==> config.mk <==
export PLATFORM = sky130hd
export DESIGN_NAME = reg_write_sequencer
export DESIGN_NICKNAME = d
export VERILOG_FILES = /design/src/rtl/reg_write_sequencer.sv
export SDC_FILE = /design/constraint.sdc
export NUM_CORES = 1
export LEC_CHECK = 0
export ABC_AREA = 1
export CORE_MARGIN = 8
export CORE_UTILIZATION = 45
export DETAILED_ROUTE_END_ITERATION = 10
export HOLD_SLACK_MARGIN = 0.03
export PLACE_DENSITY = 0.84
export SETUP_SLACK_MARGIN = 0.5
export SYNTH_ARGS = -nofsm -noshare
export SYNTH_HDL_FRONTEND = slang
export SYNTH_SLANG_ARGS = --single-unit
==> constraint.sdc <==
create_clock -name clk -period 3.4 [get_ports clk]
set_clock_uncertainty 0.2 [all_clocks]
set_input_delay 1.02 -clock clk [delete_from_list [all_inputs] [get_ports clk]]
set_output_delay 1.02 -clock clk [all_outputs]
set_load 0.05 [all_outputs]
==> src/rtl/reg_write_sequencer.sv <==
// Write-back sequencer feeding the 16x32 register bank: source mux, request FIFO,
// and a DRIVE/GAP drain FSM that pulses a one-hot enable with stable load data.
module reg_write_sequencer #(
  parameter int DEPTH  = 4,
  parameter int DATA_W = 32
) (
  input  logic                       clk,
  input  logic                       rst_n,
  input  logic                       wr_valid,
  output logic                       wr_ready,
  input  logic [3:0]                 wr_addr,
  input  logic [1:0]                 wr_sel,
  input  logic [DATA_W-1:0]          alu_data,
  input  logic [DATA_W-1:0]          mem_data,
  input  logic [DATA_W-1:0]          imm_data,
  input  logic [DATA_W-1:0]          pc_data,
  input  logic                       hold,
  input  logic                       flush,
  output logic [15:0]                enable,
  output logic [DATA_W-1:0]          load_data,
  output logic [15:0]                pending,
  output logic [$clog2(DEPTH):0]     level
);

  localparam int PW = $clog2(DEPTH);
  localparam int LW = PW + 1;

  localparam logic [1:0] ST_IDLE  = 2'd0;
  localparam logic [1:0] ST_DRIVE = 2'd1;
  localparam logic [1:0] ST_GAP   = 2'd2;

  logic [1:0]        state;
  logic [PW-1:0]     wr_ptr;
  logic [PW-1:0]     rd_ptr;
  logic [3:0]        addr_mem [DEPTH];
  logic [DATA_W-1:0] data_mem [DEPTH];

  logic [DATA_W-1:0] sel_data;
  logic              push;
  logic              start;
  logic [PW-1:0]     scan_idx;

  assign wr_ready = (level < LW'(DEPTH));

  // A push coinciding with flush is dropped so the queue comes out truly empty.
  assign push  = wr_valid && wr_ready && !flush;
  // A new drive may begin from IDLE or GAP only, which enforces the one-cycle gap.
  assign start = (level != '0) && !hold && !flush && (state != ST_DRIVE);

  // NOTE: every signal assigned in always_comb gets a default first; a path that
  // leaves it unassigned would infer a latch.
  always_comb begin
    sel_data = alu_data;
    unique case (wr_sel)
      2'd0: sel_data = alu_data;
      2'd1: sel_data = mem_data;
      2'd2: sel_data = imm_data;
      2'd3: sel_data = pc_data;
      default: sel_data = alu_data;
    endcase
  end

  // NOTE: the FIFO storage has no reset; its contents are only read for slots that
  // level marks valid, so clearing it would buy nothing.
  always_ff @(posedge clk) begin
    if (push) begin
      addr_mem[wr_ptr] <= wr_addr;
      data_mem[wr_ptr] <= sel_data;
    end
  end

  // NOTE: sequential state uses non-blocking assignments so every register samples
  // pre-edge values regardless of statement order.
  always_ff @(posedge clk or negedge rst_n) begin
    if (!rst_n) begin
      wr_ptr <= '0;
      rd_ptr <= '0;
      level  <= '0;
    end else if (flush) begin
      wr_ptr <= '0;
      rd_ptr <= '0;
      level  <= '0;
    end else begin
      if (push)  wr_ptr <= wr_ptr + 1'b1;
      if (start) rd_ptr <= rd_ptr + 1'b1;
      if (push && !start)      level <= level + 1'b1;
      else if (!push && start) level <= level - 1'b1;
    end
  end

  // enable and load_data only change together when enable rises; the falling edge
  // of enable leaves load_data untouched, so the bank never sees a data glitch.
  always_ff @(posedge clk or negedge rst_n) begin
    if (!rst_n) begin
      state     <= ST_IDLE;
      enable    <= '0;
      load_data <= '0;
    end else if (start) begin
      state     <= ST_DRIVE;
      enable    <= 16'(1) << addr_mem[rd_ptr];
      load_data <= data_mem[rd_ptr];
    end else begin
      state  <= (state == ST_DRIVE) ? ST_GAP : ST_IDLE;
      enable <= '0;
    end
  end

  // The in-drive entry is already popped, so its target is taken from enable itself.
  always_comb begin
    pending  = (state == ST_DRIVE) ? enable : '0;
    scan_idx = rd_ptr;
    for (int i = 0; i < DEPTH; i++) begin
      scan_idx = rd_ptr + PW'(i);
      if (LW'(i) < level) pending[addr_mem[scan_idx]] = 1'b1;
    end
  end

endmodule

---- After elaboration in Yosys (flattened, before gate mapping) ----
Memory sizes are Yosys's and may differ from the RTL's. A register that Yosys moved wholly into a read port is not among the register bits.
Cells that the tools add are included.
Widths: inputs -> output; s select.
storage, ports and cells
  register bits after elaboration ......... 25
  memory bits (writable) .................. 144
  input bits .............................. 139
  output and inout bits ................... 68
  memories kept ........................... 2
memory list
  name      words  width  rd ports  clocked after memory_dff  wr ports  line  text
  data_mem  4      32     1         1                         1         36    logic [DATA_W-1:0] data_mem [DEPTH];
  addr_mem  4      4      4         0                         1         35    logic [3:0] addr_mem [DEPTH];
operators by class
  add/sub/neg operators ................... 6
  order comparisons ....................... 13
  equality and inequality tests ........... 5
  shift operators ......................... 1
  mux-type cells .......................... 26
  bitwise logic cells ..................... 4
  reductions and logical operators ........ 21
operator list
  operator              number
  $pmux 32 s4           1
  $mux 16               6
  $or 16x16->16         4
  $lt 4x5->1 const B    4
  $demux 1 s4           4
  $ge 4x1->1 const B    4
  $shl 1x4->16 const A  1
  $mux 2                6
  $logic_and 1x1->1     11
  $mux 3                3
  $lt 1x3->1 const A    2
  $lt 2x3->1 const A    2
  $mux 1                6
  $reduce_bool 3->1     2
  $logic_not 1->1       5
  $add 2x1->2 const B   2
  $add 2x2->2 const B   2
  $eq 2x1->1 const B    2
  $eq 2x2->1 const B    2
  $reduce_bool 2->1     2
  $add 3x1->3 const B   1
  $lt 3x3->1 const B    1
  $sub 3x1->3 const B   1
  $logic_not 2->1       1
  $ne 2x1->1 const B    1

---- Depth between registers and ports, before layout ----
Gate-level depths: netlist of run 1.
An unclocked memory read counts as a cell.
  word-level depth ........................ 13
  depth in mapped cells ................... 12
  mapped depth without buffers ............ 10

---- Worst setup path after synthesis of run 1 ----
OpenSTA, ideal clock, no wires.
  path kind ............................... in2reg
  from .................................... input port flush
  to ...................................... memory addr_mem[0][0] (enable)
  library setup time ...................... 0.429 ns
  data arrival time ....................... 3.048 ns
  required time ........................... 2.771 ns
  slack ................................... -0.277 ns
  stages .................................. 3
  path buffers ............................ 0
  path through ............................ nor3_1 > inv_1 > nor2_1
on the way
  longest elaborated chain between the ends .. 4
ends and longest elaborated chain
  item                          line  text
  from (decl)                   18    input logic flush,
  $logic_not 1->1               46    assign push = wr_valid && wr_ready && !flush;
  $logic_and 1x1->1             46
  $mux 1                        66    if (push) begin
  $mux 1 (implied by the code)  67    addr_mem[wr_ptr] <= wr_addr;
  to (decl)                     35
No other way between the ends.

---- Final worst setup path of run 1 ----
  from .................................... register rd_ptr[0]
  to ...................................... output port pending[11]
on the way
  longest elaborated chain between the ends .. 13
ends and longest elaborated chain
  item                                                            line  text
  from (decl)                                                     34    logic [PW-1:0] rd_ptr;
  from (signal assigned)                                          85    if (start) rd_ptr <= rd_ptr + 1'b1;
  $mem_v2 4x4 (*)                                                 n/a
  $lt 4x5->1 (implied by the code) or $ge 4x1->1 (tied branches)  114   if (LW'(i) < level) pending[addr_mem[scan_idx]] = 1'b1;
  $logic_and 1x1->1 (implied by the code)                         114
  $mux 1 (implied by the code)                                    114
  $demux 1 s4                                                     114
  $or 16x16->16 (no line)                                         n/a
  $mux 16                                                         114
  $or 16x16->16 (no line)                                         n/a
  $mux 16                                                         114
  $or 16x16->16 (no line)                                         n/a
  $mux 16                                                         114
  $or 16x16->16 (no line)                                         n/a
  $mux 16 (*)                                                     114
  to (decl)                                                       21    output logic [15:0] pending,
Mark *: on every way between the ends. The rest lies on a longest branch, timed or not.

==> impl_results.md, run 1 <==
* Fin crit period at 3.499 ns
* WL/cell at 18.01 microns
* Layout area overhead at 44.94%
* Worst vdd ir at 0.0004646 V
* Post-synthesis sequential area ratio at 60.59%
* Failing checks: negative setup slack
* Fmax at ~0.29 GHz
* Tcrit/Tclk final at 102.9%
* Setup_tns at -0.8425 ns
* # clock sinks at between 200 and 250
* GP Congestion at 0.9141
* CP max FO at 11
* Mapped Cells at 1081
* # setup viols final at 16
* Total track usage at 21.24%
* Flop2flop setup slack at 1.22 ns
* Worst Setup Slack, final at -0.09908 ns
* Area leader, netlist: edfxtp_1
* RSZ-0062 raised after global routing: yes
* Top-area cell type share of the netlist area at between 40 and 50%
* Number of inserted diodes at 0
* Overall power at between 0.01 and 0.015 W
* Antenna violations before repair at 0
* Placed Cells at ~1500
* ANT nets after route at 0
* Dpl hpwl at between 15 and 20 mm
* Row count at 53
* Cts hold-fix bufs at 0
* Core area at between 0.02 and 0.025 sq mm
* Final core occ at about 66%
* EDFF count, synth at ~140
* Synth warn at 0
* Worst Path Required at 2.18 ns
* Clock-pin slew on the worst setup and hold paths at around 0.07 ns
* Final Non-Filler Cells at approximately 1600
* Most frequent cell after synthesis: nand2_1
* Die Span X at approximately 160 microns
* Share of post-route cells with drive strength above 1 at 21.14%
* Unique masters post-synth at 26
* Critical Path Source Type: flop
* Inserted Clock Buffers at 20
* Drt first-iter violations at 638
* Main area contributors after synthesis: edfxtp_1 (46%), nand2_1 (21%), dfrtp_1 (15%)
* Syn_nets at roughly 1200
* Clock Path Buffers at 3
* Final WL at 28.98 mm
* Clk Latency, worst-skew pair at slightly below 0.5 ns
* First-pass GRT wire length at between 40 and 50 mm
* Number of global-route vias before repair at between 9000 and 10000
* Critical path capture point type: primary output
* Mean Syn Cell Area at between 8 and 9 sq um
* Syn Std Cell Area at 0.009492 sq mm
* Final hold violation count at 0
* Worst hold slack at 0.2772 ns
* IO Pins at between 200 and 250
* Slew @ Worst Pin at around 0.69 ns
* LEAKAGE at 5.852 nW
* CTS tree: yes
* Rel. slew slack at between 50% and 60%
* CTS Root Cell: clkbuf_16
* Die Y at 161.2 microns
* Nets at 1466
* Top cells by count, synth: nand2_1 (527), edfxtp_1 (144), nor2_1 (91)
* Pin count of the biggest net entering global routing at 37
* Pwr dens at slightly below 800 mW/mm^2
* Initial Util at 45.44%
* MaxCap Viol Count at 0
* Flop and latch count out of synthesis at 201
* TritonRoute pass-1 iters at 8
* CP Class: flop to primary output
* Vias per Instance at between 5 and 6
* GRT overflow at 0
* Post-route DRC at 0
* H-tree depth at 1
* Vias at between 8000 and 9000
* Path category of the worst min-delay check: flop to flop
* PortBufs at just over 200
* Worst Path Arrival at 2.28 ns
* Die Area at around 0.026 sq mm
* Synth Flop Type: edfxtp_1
* Post-synth ARST share at around 28%
* Slew Limit Fails at 0
* Outcome: complete, but fails checks
==> critical path, cell delays in order (launching register included) <==
cell,delay [ns]
dfrtp_2,0.44
buf_12,0.15
buf_12,0.14
nand2_2,0.11
nand3_2,0.10
nand2_4,0.15
nor2_4,0.08
nand3_1,0.10
nand2_1,0.11
nor2_2,0.17
nand2_2,0.09
buf_12,0.15
==> report_power, final <==
group          switching (W)  internal, W  total, W
registers           0.000169      0.00298   0.00315
logic                0.00353      0.00186   0.00539
clock network       0.000896      0.00137   0.00227
total                0.00460      0.00621    0.0108
==> cell families after synthesis <==
family / Yosys count / share of synthesized area (%)
AO/OA/AOI/OAI: 24 / 1.450
XOR/XNOR: 1 / 0.09229
adder cells (fa/ha/maj): 7 / 0.9227
buffers and inverters: 91 / 3.928
flip-flops: 201 / 60.59
AND/OR/NAND/NOR: 757 / 33.02
==> worst paths after layout <==
kind                                                start                        end  cells past startpoint
worst max-delay path                rd_ptr[0]$_DFFE_PN0P_                pending[11]                     11
worst min-delay path            load_data[25]$_DFFE_PN0P_  load_data[25]$_DFFE_PN0P_                      2
worst max register to register       level[0]$_DFFE_PN0P_      rd_ptr[1]$_DFFE_PN0P_                      7
worst min register to register  load_data[25]$_DFFE_PN0P_  load_data[25]$_DFFE_PN0P_                      2
max in group asynchronous                           rst_n      rd_ptr[0]$_DFFE_PN0P_                      2
min in group asynchronous                           rst_n        enable[2]$_DFF_PN0_                      1
==> metal layers <==
| layer | GRT usage, % | share of wire [%] | vias up |
|---|---|---|---|
| li1 | - | - | 4043 |
| met1 | 25.07 | 39 | 4052 |
| met2 | 36.63 | 49 | 453 |
| met3 | 5.319 | 8.5 | 96 |
| met4 | 8.333 | 3.6 | 0 |
| met5 | 0 | 0 | - |
==> timing repair <==
item / CTS / global route
setup endpoints to repair: 40 / 35
gates cloned: 4 / 1
setup buffers: 14 / 10
gates resized for setup: 134 / 79
pin swaps: 36 / 29
==> cell type report <==
type	count	area, sq um
fill	1520	7132
tap	275	344.1
inverter	47	202.7
timing repair buffer	258	2781
clock inverter	9	102.6
multi-input combinational	790	3969
clock buffer	27	588.1
sequential	201	5757
timing repair inverter	2	12.51
==> flip-flops by register name (all words and copies together), names as in the netlist <==
register   count
data_mem     128
load_data     32
addr_mem      16
enable        16
level          3
rd_ptr         2
state          2
wr_ptr         2
==> per-stage QoR <==
| stage | worst slack, ns | instance area (sq um) |
|---|---|---|
| 2_1_floorplan | 0.2768 | 9550 |
| 3_3_place_gp | 0.2893 | 12220 |
| 3_5_place_dp | 0.2094 | 12220 |
| 4_1_cts | -0.02054 | 13420 |
| 5_1_grt | -0.1612 | 13760 |
| 6_report | -0.09908 | 13760 |
==> layout by cell type (no fill, tap or decap), drive strengths merged <==
cell type	synthesis	final
nand2	534	535
nor3	10	10
clkinvlp	0	4
inv	45	45
ha	7	7
o22ai	2	2
bufinv	0	2
clkinv	2	7
clkdlybuf4s50	0	146
nor4	6	6
a21oi	2	2
clkdlybuf4s15	0	1
xnor2	1	1
nand3	47	47
buf	12	68
clkbuf	32	28
dlymetal6s2s	0	19
nor2	96	96
o21ai	20	20
nand4	64	64
dfrtp	57	57
edfxtp	144	144
dlygate4sd2	0	23
(Power assumes the default switching activity.)
==> run 2, diff against run 1 <==
CTS_CLUSTER_DIAMETER = 100   (was default)
==> results of run 2 <==
The final DEF is identical to that of run 1; final timing and power are the same.
==> edit 1: new RTL, settings of run 2 <==
Set the parameter `DEPTH` to 2 (it was 4).
--- a/src/rtl/reg_write_sequencer.sv
+++ b/src/rtl/reg_write_sequencer.sv
@@ -1,7 +1,7 @@
 // Write-back sequencer feeding the 16x32 register bank: source mux, request FIFO,
 // and a DRIVE/GAP drain FSM that pulses a one-hot enable with stable load data.
 module reg_write_sequencer #(
-  parameter int DEPTH  = 4,
+  parameter int DEPTH  = 2,
   parameter int DATA_W = 32
 ) (
   input  logic                       clk,
Interface: changed (resized level); port bits go from 207 to 206. The function was not compared with the original's and may differ.
==> edit 1 against run 2 <==
  * Sequential cell count shrank 75
  * Power shrank 39%
  * Worst setup slack gained 290 ps
  * Critical path type unchanged
  * Hold slack lost 2.0 ps
  * Largest power group unchanged
  * Non-clock buffer count shrank 31
  * Maximum frequency grew 9.2%
  * Die area shrank 36%
  * Largest cell class unchanged
  * Register-to-register slack gained 160 ps
  * Synthesized area shrank 40%
  * Cell area shrank 32%
  * Routed wire length shrank 36%
==> edit 1: results (changes against run 2) <==
outcome=finished clean (was finished, violations left); H-tree Lvls=4 (was 1); CTS clk-pin slew, worst paths=50 ps (was 70 ps); leakage power=3.83 nW (was 5.85 nW); pin count of the biggest net entering global routing=70 (was 37); vias in the first global route=5735 (was 9078); Synth area leaders=edfxtp_1, dfrtp_1, nand2_1, nor2_1, o31ai_1 (was edfxtp_1, nand2_1, dfrtp_1, nand4_1, nor2_1); EDFF count, synth=72 (was 144); antenna cell count=0 (unchanged); antenna violations before repair=0 (unchanged); Worst Reg-to-Reg Cells=9 (was 7); first-pass GRT wire length=28700 microns (was 45200 microns); CTS Buf Count=17 (was 20); fin nets=987 (was 1466); dpl ws=353 ps (was 209 ps); Arrival @ worst endpoint=1990 ps (was 2280 ps); setup tns final=0 ps (was -843 ps); Port Buffers=205 (was 206); sequential area share after synthesis=0.613 (was 0.606); Async SR Flop Fraction=0.429 (was 0.284); Largest regs=data_mem x64, load_data x32, enable x16 (was data_mem x128, load_data x32); total number of vias=5480 (was 8644); share of layout cells above drive strength 1=0.187 (was 0.211); Post-DP HPWL=13100 microns (was 19600 microns); GPL Wtd Cong=0.922 (was 0.914); worst hold path stage count=2 (unchanged); Max clock buf depth=2 (was 3); clk_lat worst skew=410 ps (was 490 ps); pin slew with the least headroom to its limit=1060 ps (was 695 ps); Unique masters post-synth=20 (was 26); list of most frequent post-synthesis cells=nand2_1, nor2_1, edfxtp_1 (was nand2_1, edfxtp_1, nor2_1); worst vdd ir=0.000427 V (was 0.000465 V); WL/cell=18.0 microns (about the same); First DRT Iteration DRCs=429 (was 638); TritonRoute pass-1 iters=6 (was 8); CP max FO=8 (was 11); synthesized net count=770 (was 1227); fillers=813 (was 1520); Max Cap Violations=0 (unchanged); Avg Cell Area, Syn=9.11 sq um (was 8.78 sq um); Detailed Route WL=18600 microns (was 29000 microns); gr usage total=0.222 (was 0.212); placed instance area=8400 sq um (was 12200 sq um)
## edit 1: cell count changes in the layout (fill, tap and decap cells not counted), sizes merged, moves of 29 or more
| cell | delta |
|---|---|
| o31ai | +32 |
| clkdlybuf4s50 | +38 |
| nand2 | -298 |
| edfxtp | -72 |
| buf | -29 |
| nand4 | -30 |
## edit 1: cell type report
cell class,instances,area share
repair buffers,227,0.259
clock inverters,13,0.0158
well taps,172,0.0230
clock buffers,19,0.0463
multi-input cells,448,0.268
flip-flops and latches,126,0.376
inverters,26,0.0112
## edit 1: path summary, 6_finish.rpt
path	startpoint	to	slack, ps
max in group asynchronous	rst_n	rd_ptr	2060
min in group asynchronous	rst_n	load_data[28]	310
setup reg to reg	level[1]	level[0]	1380
hold reg to reg	load_data[21]	load_data[21]	280
setup / recovery	rd_ptr	pending[15]	190
hold / removal	load_data[21]	load_data[21]	280
## edit 1: cells by family after synthesis
group,after synthesis,share of synthesized area
flops,126,0.613
compound gates,41,0.0498
simple gates,405,0.293
fa+ha+maj,2,0.00437
buf+inv,55,0.0391
## edit 1: per-layer routing
metal | up-vias | routed length (microns) | part of all wire | global-route usage
met5 | - | 0 | 0 | 0
met4 | 0 | 688 | 0.037 | 0.123
met3 | 50 | 1460 | 0.078 | 0.0583
met2 | 255 | 9870 | 0.53 | 0.398
met1 | 2618 | 6590 | 0.35 | 0.233
li1 | 2557 | - | - | -
## edit 1: critical path, cell delays in order (launching register included)
cell	delay (ps)
dfrtp_4	550
buf_12	180
o21ai_4	200
inv_2	100
nor2_4	180
nand2_1	140
nand3_4	90
buf_12	130
## edit 1: timing repair
item | 4_1_cts | 5_1_grt
endpoints found under the setup margin | 18 | 18
pin swaps | 6 | 13
buffers inserted | 7 | 5
gates resized for setup | 55 | 34
## edit 1: per-stage QoR
step | utilization | hold slack, ps
floorplan | - | 333
global placement | 0.671 | 264
detailed placement | 0.671 | 268
CTS | 0.735 | 282
global route | 0.748 | 299
finish | 0.748 | 275
## edit 1: power by group
| group | internal, W | switching (W) |
|---|---|---|
| combinational | 0.000946 | 0.00175 |
| clock | 0.00114 | 0.000644 |
| sequential | 0.00193 | 0.000165 |
| total | 0.00401 | 0.00256 |
==> edit 2: new RTL, settings of run 2 <==
Made on the original files. Reset style: synchronous (`rst_n`), changed in 2 clocked blocks.
--- a/src/rtl/reg_write_sequencer.sv
+++ b/src/rtl/reg_write_sequencer.sv
@@ -71,7 +71,7 @@
 
   // NOTE: sequential state uses non-blocking assignments so every register samples
   // pre-edge values regardless of statement order.
-  always_ff @(posedge clk or negedge rst_n) begin
+  always_ff @(posedge clk) begin
     if (!rst_n) begin
       wr_ptr <= '0;
       rd_ptr <= '0;
@@ -90,7 +90,7 @@
 
   // enable and load_data only change together when enable rises; the falling edge
   // of enable leaves load_data untouched, so the bank never sees a data glitch.
-  always_ff @(posedge clk or negedge rst_n) begin
+  always_ff @(posedge clk) begin
     if (!rst_n) begin
       state     <= ST_IDLE;
       enable    <= '0;
Function: differs if rst_n is asserted again (counterexample within 4 cycles, from zero or initial values and one cycle with rst_n low); with rst_n held inactive, the same outputs for 4 cycles.
==> edit 2 against run 2 <==
  * The run still ends with negative setup slack left
  * Sequential cell count rose by 2
  * Synthesized cell count is 4.3% higher
  * Die area shrank 0.89%
  * Worst setup slack improved by 94 ps
  * Global-route usage is 0.38 points higher
  * Cell area is 3.4% lower
  * Non-clock buffer count is 27 lower
  * Routed wire length up 3.0%
  * Synthesized area decreased by 0.99%
  * Largest cell class unchanged
  * Highest routed layer unchanged
Power is not compared: it rests on default switching activity, and its combinational part moved more than twofold at a synthesized area within 25%.
==> edit 2: results (changes against run 2) <==
R2R Setup Slk=1240 ps (was 1220 ps); Max-slew headroom=0.463 (was 0.536); antenna cell count=0 (unchanged); Max clock buf depth=3 (unchanged); TritonRoute pass-1 iters=5 (was 8); H-tree Lvls=1 (unchanged); vias in the first global route=8625 (was 9078); Hold Path End=load_data[1] (was load_data[25]); antenna violations before repair=0 (unchanged); worst vdd ir=0.000311 V; violated checks=negative setup slack (unchanged); GPL Wtd Cong=0.872 (was 0.914); CP max FO=11 (unchanged); r2r startpoint=level[0] (unchanged); setup tns final=-4.68 ps (was -843 ps); Synth Flop Type=edfxtp_1 (unchanged); EDFF count, synth=144 (unchanged); Arrival @ worst endpoint=2180 ps (was 2280 ps); CTS Buf Count=22 (was 20); HP Start=load_data[1] (was load_data[25]); Synth area leaders=edfxtp_1, nand2_1, dfxtp_1, nor2_1, nand4_1 (was edfxtp_1, nand2_1, dfrtp_1, nand4_1, nor2_1); final setup violating endpoints=1 (was 16); Avg Cell Area, Syn=8.34 sq um (was 8.78 sq um); leakage power=5.44 nW; worst hold path type=reg -> reg (unchanged); Unique masters post-synth=22 (was 26); clk sinks=203 (was 201); Non-Filler Instances=1630 (was 1609); Port Buffers=206 (unchanged); synthesized net count=1274 (was 1227); CTS clk-pin slew, worst paths=70 ps (about the same); outcome=finished, violations left (unchanged); First DRT Iteration DRCs=593 (was 638); Largest regs=data_mem x128, load_data x32 (unchanged); total number of vias=8786 (was 8644); clk_lat worst skew=520 ps (was 490 ps); WL/cell=18.3 microns (was 18.0 microns); placed instance area=11900 sq um (was 12200 sq um); CTS Root Cell=clkbuf_16 (unchanged); Worst Reg-to-Reg Cells=7 (unchanged); fillers=1633 (was 1520); fin nets=1486 (was 1466); sequential area share after synthesis=0.586 (was 0.606); sw frac=0.240; antenna-violating nets left=0 (unchanged); pin count of the biggest net entering global routing=39 (was 37); gr usage total=0.216 (was 0.212); list of most frequent post-synthesis cells=nand2_1, edfxtp_1, nor2_1 (unchanged); worst hold path stage count=2 (unchanged); Post-DP HPWL=19900 microns (was 19600 microns); final worst setup slack=-4.68 ps (was -99.1 ps); first-pass GRT wire length=45000 microns (was 45200 microns); share of layout cells above drive strength 1=0.165 (was 0.211); dpl ws=-48.2 ps (was 209 ps); Async SR Flop Fraction=0 (was 0.284); Synth warnings=0 (unchanged)
==> edit 2: cell type report <==
cell class / count / share of cell area
sequential: 203 / 0.416
timing repair inverter: 1 / 0.000565
tap: 275 / 0.0259
timing repair buffer: 231 / 0.182
clock inverter: 14 / 0.0114
clock buffer: 26 / 0.0433
inverter: 48 / 0.0153
multi-input combinational: 832 / 0.307
==> edit 2: how the worst max path moves through the flow <==
| stage | start | to | slack (ps) | depth (start not counted) |
|---|---|---|---|---|
| after detailed placement | wr_sel[0] | data_mem[3][27] | -50 | 5 |
| after CTS | rd_ptr[0] | pending[7] | 110 | 12 |
| final | rd_ptr[0] | pending[10] | -5 | 11 |
| after global routing | rd_ptr[0] | pending[1] | -80 | 9 |
| after floorplan | flush | addr_mem[0][0] | -80 | 3 |
| after global placement | wr_sel[0] | data_mem[3][5] | 40 | 5 |
==> edit 2: stage by stage <==
stage | util | hold slack (ps) | total power (W)
final | 0.640 | 268 | 0.00578
after CTS | 0.621 | 273 | 0.00577
after global routing | 0.640 | 282 | 0.00596
after detailed placement | 0.572 | 262 | 0.00343
after floorplan | - | 274 | 0.00311
after global placement | 0.572 | 258 | 0.00342
==> edit 2: metal layers <==
layer / GRT usage / part of all wire
met1: 0.248 / 0.37
met2: 0.391 / 0.51
met4: 0.0769 / 0.032
met3: 0.0450 / 0.090
met5: 0 / 0
==> edit 2: power groups by stage <==
stage | registers (W) | logic [W] | clock network [W]
6_report | 0.00275 | 0.000688 | 0.00234
2_1_floorplan | 0.00284 | 0.000270 | 0
5_1_grt | 0.00275 | 0.000737 | 0.00247
3_3_place_gp | 0.00280 | 0.000619 | 0
3_5_place_dp | 0.00280 | 0.000629 | 0
4_1_cts | 0.00275 | 0.000650 | 0.00237
==> edit 2: cell families after synthesis <==
group,Yosys count,share of synthesized area
AND/OR/NAND/NOR,784,0.341
flip-flops,203,0.586
buffers and inverters,93,0.0415
AO/OA/AOI/OAI,38,0.0205
adder cells (fa/ha/maj),8,0.0107
XOR/XNOR,1,0.000932
==> edit 2: critical path, cell delays in order, from the launching register on <==
cell,delay (ps)
dfxtp_4,450
clkbuf_16,200
nand2_1,50
nand2_1,70
nand2_1,60
nand2_2,130
inv_2,80
nand2_2,120
nor2_1,70
nor2_1,180
nand2_1,90
buf_6,160
==> edit 2: what timing repair did <==
action / 4_1_cts / 5_1_grt
hold buffers: 0 / 0
gates resized for setup: 123 / 107
endpoints found under the setup margin: 76 / 80
gates cloned: 1 / 2
setup buffers: 3 / 2
pin swaps: 23 / 40
